$ cat src/rtl/mkr_par_rx.sv
// Receive side of the SAM D21 -> FPGA parallel byte link: synchronises and deglitches
// the strobe, captures the byte with a four-phase ACK, and buffers it one-deep for fabric.
module mkr_par_rx #(
  parameter int DATA_W      = 8,
  parameter int SYNC_STAGES = 2,
  parameter int GLITCH_CYC  = 3,
  parameter int TIMEOUT_CYC = 1024
) (
  input  logic              iCLK,
  input  logic              iRESETn,
  input  logic [DATA_W-1:0] iMKR_DATA,
  input  logic              iMKR_STB,
  output logic              oMKR_ACK,
  output logic [DATA_W-1:0] oDATA,
  output logic              oVALID,
  input  logic              iREADY,
  output logic              oBUSY,
  output logic              oERR_TIMEOUT,
  input  logic              iERR_CLR,
  output logic [15:0]       oBYTE_CNT
);

  localparam int QW = $clog2(GLITCH_CYC + 1);
  localparam int TW = $clog2(TIMEOUT_CYC);
  localparam logic [QW-1:0] qMax  = QW'(GLITCH_CYC);
  localparam logic [TW-1:0] tLast = TW'(TIMEOUT_CYC - 1);

  typedef enum logic [1:0] {stIdle, stQual, stAck, stDrain} rxState_t;

  rxState_t state, stateNext;

  logic [SYNC_STAGES-1:0]             stbSync;
  logic [SYNC_STAGES-1:0][DATA_W-1:0] dataSync;
  logic                               stbS;
  logic [DATA_W-1:0]                  dataS;

  logic [QW-1:0] qCnt, qCntNext, qInc;
  logic [TW-1:0] tCnt, tCntNext;
  logic          ackNext;
  logic          capture;
  logic          errSet;
  logic          bufFree;

  // NOTE: synchroniser flops are reset like any other state so the strobe
  // cannot look asserted out of reset.
  always_ff @(posedge iCLK or negedge iRESETn) begin
    if (!iRESETn) begin
      stbSync  <= '0;
      dataSync <= '0;
    end else begin
      // NOTE: non-blocking so every stage shifts from its pre-edge value.
      stbSync  <= {stbSync[SYNC_STAGES-2:0], iMKR_STB};
      dataSync <= {dataSync[SYNC_STAGES-2:0], iMKR_DATA};
    end
  end

  assign stbS    = stbSync[SYNC_STAGES-1];
  assign dataS   = dataSync[SYNC_STAGES-1];
  assign bufFree = !oVALID || iREADY;
  assign qInc    = (qCnt == qMax) ? qMax : qCnt + QW'(1);

  always_comb begin
    // NOTE: defaults first so no path through the case leaves a latch.
    stateNext = state;
    qCntNext  = qCnt;
    tCntNext  = tCnt;
    ackNext   = oMKR_ACK;
    capture   = 1'b0;
    errSet    = 1'b0;

    case (state)
      stIdle: begin
        if (stbS) begin
          if (GLITCH_CYC == 1 && bufFree) begin
            capture = 1'b1;
          end else begin
            stateNext = stQual;
            qCntNext  = QW'(1);
          end
        end
      end
      stQual: begin
        if (!stbS) begin
          stateNext = stIdle;
          qCntNext  = '0;
        end else begin
          qCntNext = qInc;
          // A qualified strobe waits here while the buffer is full: no ACK is backpressure.
          if (qInc == qMax && bufFree) capture = 1'b1;
        end
      end
      stAck: begin
        if (!stbS) begin
          ackNext   = 1'b0;
          stateNext = stIdle;
        end else if (tCnt == tLast) begin
          errSet    = 1'b1;
          ackNext   = 1'b0;
          stateNext = stDrain;
        end else begin
          tCntNext = tCnt + TW'(1);
        end
      end
      stDrain: begin
        // The stale strobe must fall before a new byte is considered.
        if (!stbS) stateNext = stIdle;
      end
      default: stateNext = stIdle;
    endcase

    if (capture) begin
      stateNext = stAck;
      ackNext   = 1'b1;
      tCntNext  = '0;
      qCntNext  = '0;
    end
  end

  always_ff @(posedge iCLK or negedge iRESETn) begin
    if (!iRESETn) begin
      state        <= stIdle;
      qCnt         <= '0;
      tCnt         <= '0;
      oMKR_ACK     <= 1'b0;
      oDATA        <= '0;
      oVALID       <= 1'b0;
      oBYTE_CNT    <= '0;
      oERR_TIMEOUT <= 1'b0;
    end else begin
      state    <= stateNext;
      qCnt     <= qCntNext;
      tCnt     <= tCntNext;
      oMKR_ACK <= ackNext;

      if (capture) begin
        oDATA     <= dataS;
        oVALID    <= 1'b1;
        oBYTE_CNT <= oBYTE_CNT + 16'd1;
      end else if (oVALID && iREADY) begin
        oVALID <= 1'b0;
      end

      if (errSet)        oERR_TIMEOUT <= 1'b1;
      else if (iERR_CLR) oERR_TIMEOUT <= 1'b0;
    end
  end

  assign oBUSY = (state != stIdle);

endmodule

$ cat config.mk
export PLATFORM = sky130hd
export DESIGN_NAME = mkr_par_rx
export DESIGN_NICKNAME = d
export VERILOG_FILES = /design/src/rtl/mkr_par_rx.sv
export SDC_FILE = /design/constraint.sdc
export NUM_CORES = 1
export LEC_CHECK = 0
export BUFFER_PORTS_ARGS = -buffer_cell sky130_fd_sc_hd__buf_4
export CELL_PAD_IN_SITES_DETAIL_PLACEMENT = 0
export CELL_PAD_IN_SITES_GLOBAL_PLACEMENT = 1
export CORE_MARGIN = 4
export CORE_UTILIZATION = 46
export CTS_BUF_LIST = sky130_fd_sc_hd__clkbuf_8 sky130_fd_sc_hd__clkbuf_16
export DETAILED_ROUTE_END_ITERATION = 10
export PLACE_DENSITY_LB_ADDON = 0.1
export SYNTH_ARGS = -nofsm -noshare
export SYNTH_HDL_FRONTEND = slang
export SYNTH_SLANG_ARGS = --single-unit
$ cat constraint.sdc
create_clock -name iCLK -period 2.15 [get_ports iCLK]
set_clock_uncertainty 0.05 [all_clocks]
set_input_delay 0.215 -clock iCLK [delete_from_list [all_inputs] [get_ports iCLK]]
set_output_delay 0.215 -clock iCLK [all_outputs]
set_load 0.05 [all_outputs]
======== Word level (Yosys, flattened, before mapping) ========
Index checks and enable logic that the tools add are counted.
storage, ports and cells
  logic and storage cells ................. 69
  flip-flop bits (word level) ............. 59
  output and inout bits ................... 28
operators by class
  add/subtract/negate cells ............... 3
  equality and inequality tests ........... 11
  muxes and demuxes ....................... 28
  reductions and logical operators ........ 16
operators by type and width
  operator                 count
  $mux W10                 4
  $add A16 B1 Y16 const B  1
  $mux W2                  8
  $mux W1                  14
  $add A10 B1 Y10 const B  1
  $eq A10 B10 Y1 const B   1
  $reduce_bool A2 Y1       5
  $eq A2 B2 Y1 const B     4
  $pmux W2 S3              1
  $reduce_and A3 Y1        2
  $ne A4 B4 Y1 const B     1
  $pmux W2 S2              1
  $reduce_and A2 Y1        2
  $ne A3 B1 Y1 const B     1
  $ne A3 B2 Y1 const B     1
  $ne A3 B3 Y1 const B     1
  $reduce_bool A3 Y1       1
  $add A2 B1 Y2 const B    1
  $eq A2 B1 Y1 const B     1
  $logic_and A1 B1 Y1      2
  $logic_not A2 Y1         1
  $ne A2 B2 Y1 const B     1
  $reduce_or A2 Y1         1
  $logic_not A1 Y1         1
  $logic_or A1 B1 Y1       1

======== Longest topological paths before layout ========
  word-level depth ........................ 9
  depth in mapped cells ................... 6

======== Worst setup path after synthesis ========
Ideal clock, no wire load.
  path kind ............................... register to register
  from .................................... register oBYTE_CNT[0]
  to ...................................... register oBYTE_CNT[6]
  arrival ................................. 1.584 ns
  data required time ...................... 1.959 ns
  cell stages (with the launch flop) ...... 6
  path slack .............................. 0.375 ns
  clock period less this slack ............ 1.775 ns
  cells stage by stage .................... dfrtp_1 ha_1 nand2_1 nor3_2 nand4_1 xnor2_1
between the ends
  cells in the longest elaborated chain, start to end .. 1
ends and longest elaborated chain
  item                    RTL line  text
  start, declared         20        output logic [15:0] oBYTE_CNT
  start signal, assigned  138       oBYTE_CNT <= oBYTE_CNT + 16'd1;
  $add A16 B1 Y16         138
No other way between the ends.
A chain may end at the register's enable or synchronous reset.

======== Worst setup path in the final report ========
  from .................................... register stbSync[1]
  to ...................................... register tCnt[7]
between the ends
  cells in the longest elaborated chain, start to end .. 4
  elaborated cells on any way between the ends .. 7
ends and longest elaborated chain
  item                                                                 RTL line  text
  start, declared                                                      32        logic [SYNC_STAGES-1:0] stbSync;
  start signal, assigned                                               52        stbSync <= {stbSync[SYNC_STAGES-2:0], iMKR_STB};
  $mux W1                                                              83        if (!stbS) begin
  $mux W1                                                              71        case (state)
  $ne A2 B2 Y1 (no line) / $reduce_bool A2 Y1 (equally long branches)  --
  $reduce_and A3 Y1 (no line)                                          --
  end signal, assigned                                                 132       tCnt <= tCntNext;
  end, declared                                                        38        logic [TW-1:0] tCnt, tCntNext;
Several ways; a longest one is shown, not always the timed one.

==> impl_metrics.env <==
export IMPL_drt_iter0_markers=33
export IMPL_yosysMostFrequentCell="dfrtp_1"
export IMPL_finalPower_mw=3.36
export IMPL_cp_end_kind="register"
export IMPL_wirelength_mm=4.40
export IMPL_synth_area_leader_cell="dfrtp_1"
export IMPL_yosysWarnings=0
export IMPL_vdd_ir_drop_worst_mv=0.888
export IMPL_ctsResizeCount=0
export IMPL_ys_types=32
export IMPL_io_pins=41
export IMPL_timing_slew_headroom=0.528
export IMPL_reg2reg_from="stbSync[1]$_DFF_PN0_"
export IMPL_worst_path_max_fanout=10
export IMPL_avgSynthCellArea_um2=11.5
export IMPL_rsz0062_at_grt="false"
export IMPL_hold_class="in2reg"
export IMPL_die_w_um=79.5
export IMPL_drc=0
export IMPL_cts_hold_buffers=11
export IMPL_setup_viol=0
export IMPL_dp_cells=309
export IMPL_cts_tree="done"
export IMPL_reg2reg_depth=4
export IMPL_cts_sinks=59
export IMPL_critical_path_cell_count=4
export IMPL_period_needed_ns=1.70
export IMPL_cts_max_level=3
export IMPL_worst_path_buf_inv=0
export IMPL_synthCells=204
export IMPL_cts_reportedPaths_clkPinSlew_ns=0.07
export IMPL_holdCritStartpoint="iREADY"
export IMPL_syn_nets=219
export IMPL_dieArea_um2=6320
export IMPL_ys_ff_latch=59
export IMPL_cap_violations=0
export IMPL_antennaDiodeCount=0
export IMPL_routed_via_density=4.95
export IMPL_yosysTopAreaCellShare=0.628
export IMPL_fin_crit_sh=0.791
export IMPL_start_util=0.485
export IMPL_dp_hpwl_mm=2.89
export IMPL_grt_pass1_vias=1652
export IMPL_synth_edf_count=0
export IMPL_gp_congestion=0.753
export IMPL_leakagePower_nw=1.46
export IMPL_wl_per_cell_um=13.1
export IMPL_critPathKind="reg2reg"
export IMPL_ys_seq_area_frac=0.628
export IMPL_post_route_cells_drive_above_1_share=0.245
export IMPL_utilization=0.625
export IMPL_fin_cells=336
export IMPL_synth_ff_type="dfrtp_1"
export IMPL_holdWs_ns=0.269
export IMPL_gr_total_overflow=0
export IMPL_antenna_found_initial=0
export IMPL_hold_path_endpoint="oVALID$_DFFE_PN0P_"
export IMPL_slew_violations=0
export IMPL_numCtsBuffers=9
export IMPL_power_density_nw_per_um2=1110
export IMPL_grt_pass1_wl_mm=7.86
export IMPL_worst_setup_path_start_kind="register"
export IMPL_critPathMaxStageDelay_ns=0.50
export IMPL_holdPathStages=3
export IMPL_r2r_end="tCnt[7]$_DFFE_PN0P_"
export IMPL_nets=279
export IMPL_num_vias=1663
export IMPL_crit_chain="and3b_1 > nand3_1 > or3_1 > a21oi_1"
export IMPL_worstPathRequired_ns=2.36
export IMPL_clk_path_buf_depth=2
export IMPL_track_usage=0.165
export IMPL_portBuffers=40
export IMPL_coreArea_um2=4850
export IMPL_grt_max_degree=60
export IMPL_hold_viol=0
export IMPL_firstDrtPassIters=4
export IMPL_cp_top_family="simple AND/OR/NAND/NOR gates"
export IMPL_cp_arrival_ns=1.91
export IMPL_synthArstFlopShare=1.00
export IMPL_yosys_top_cells_count="dfrtp_1 (59), nand2_1 (43), nand3_1 (12), xnor2_1 (12), o21ai_0 (11)"
export IMPL_cts_root_buf="clkbuf_8"
export IMPL_ant_nets=0
export IMPL_num_rows=25
export IMPL_tns_ns=0
export IMPL_status="finished, final reports clean"
export IMPL_crit_slowest_cell="dfrtp_1"
export IMPL_max_freq_mhz=588
export IMPL_nFillCells=414
export IMPL_worst_skew_pair_late_latency_ns=0.34
export IMPL_post_cts_buffers=0
export IMPL_syn2layout_area_growth_pct=28.8
export IMPL_syn_area_um2=2350
export IMPL_die_y_um=79.5
export IMPL_synth_area_leaders="dfrtp_1 (63%), nand2_1 (6.9%), xnor2_1 (4.5%)"
export IMPL_tightestPinTransition_ns=0.709
export IMPL_r2r_slack_ns=0.45
==> kinds of logic after synthesis <==
logic type / count (synthesis) / synth area share
simple gates: 95 / 0.217
flops: 59 / 0.628
compound gates: 22 / 0.0596
xor+xnor: 17 / 0.0633
buf+inv: 9 / 0.0218
fa+ha+maj: 2 / 0.0106
==> per-layer routing <==
layer,GRT usage,wire length (um),share of wire,up-vias
li1,-,-,-,821
met3,0.0722,240,0.055,6
met1,0.221,2020,0.46,804
met4,0.0601,69,0.016,0
met5,0,0,0,-
met2,0.236,2060,0.47,32
==> power breakdown <==
part           switching (mW)  internal (mW)  leakage [nW]
Sequential              0.169           1.29         0.743
Clock                   0.460          0.539        0.0958
Combinational           0.615          0.290         0.622
==> through the flow <==
step | instance area (um2) | setup WS (ns)
6_report | 3030 | 0.450
5_1_grt | 3030 | 0.245
4_1_cts | 3030 | 0.442
3_5_place_dp | 2720 | 0.481
3_3_place_gp | 2720 | 0.508
2_1_floorplan | 2350 | 0.375
==> layout make-up <==
class,instances,area (um2),area share
tap,67,83.8,0.0277
clock buffer,9,124,0.0409
clock inverter,7,76.3,0.0252
timing repair buffer,53,425,0.140
sequential,59,1480,0.488
multi-input combinational,136,823,0.272
inverter,5,18.8,0.00620
==> flip-flops by register name, summed over array words and instances, names as in the netlist <==
name / count
state: 2
oBYTE_CNT: 16
dataS: 8
tCnt: 10
stbSync: 2
oDATA: 8
qCnt: 2
oMKR_ACK: 1
oERR_TIMEOUT: 1
dataSync: 8
oVALID: 1
==> cell usage in the layout (no fill, tap or decap), types with 2 or more instances in the layout <==
cell / synthesis / routed
xor2_1: 5 / 5
clkinv_4: 0 / 2
nand4_1: 7 / 7
nor3_2: 2 / 2
o211ai_1: 2 / 2
a21oi_1: 5 / 5
xnor2_1: 12 / 12
nand2_1: 43 / 43
ha_1: 2 / 2
o21ai_0: 11 / 11
and3_1: 6 / 6
or3_1: 3 / 3
buf_4: 0 / 42
dfrtp_1: 59 / 59
nand3_1: 12 / 12
clkbuf_8: 0 / 9
inv_1: 5 / 5
o31ai_1: 2 / 2
nor3_1: 3 / 3
and4_1: 3 / 3
dlygate4sd3_1: 0 / 11
nor2_1: 6 / 6
clkinvlp_4: 0 / 2
==> worst max path at each step <==
stage                                        start                  endpoint  slack (ns)
after floorplan           oBYTE_CNT[0]$_DFFE_PN0N_  oBYTE_CNT[6]$_DFFE_PN0N_        0.37
after global placement        stbSync[1]$_DFF_PN0_       tCnt[6]$_DFFE_PN0P_        0.51
after detailed placement      stbSync[1]$_DFF_PN0_       tCnt[7]$_DFFE_PN0P_        0.48
after CTS                     stbSync[1]$_DFF_PN0_       tCnt[7]$_DFFE_PN0P_        0.44
after global routing          stbSync[1]$_DFF_PN0_       tCnt[7]$_DFFE_PN0P_        0.24
final                         stbSync[1]$_DFF_PN0_       tCnt[7]$_DFFE_PN0P_        0.45
==> worst register-to-register path, cell delays in order, from the launching register on <==
cell,delay (ns)
dfrtp_1,0.50
and3b_1,0.46
nand3_1,0.14
or3_1,0.32
a21oi_1,0.15
Power figures use the tool's default switching activity.
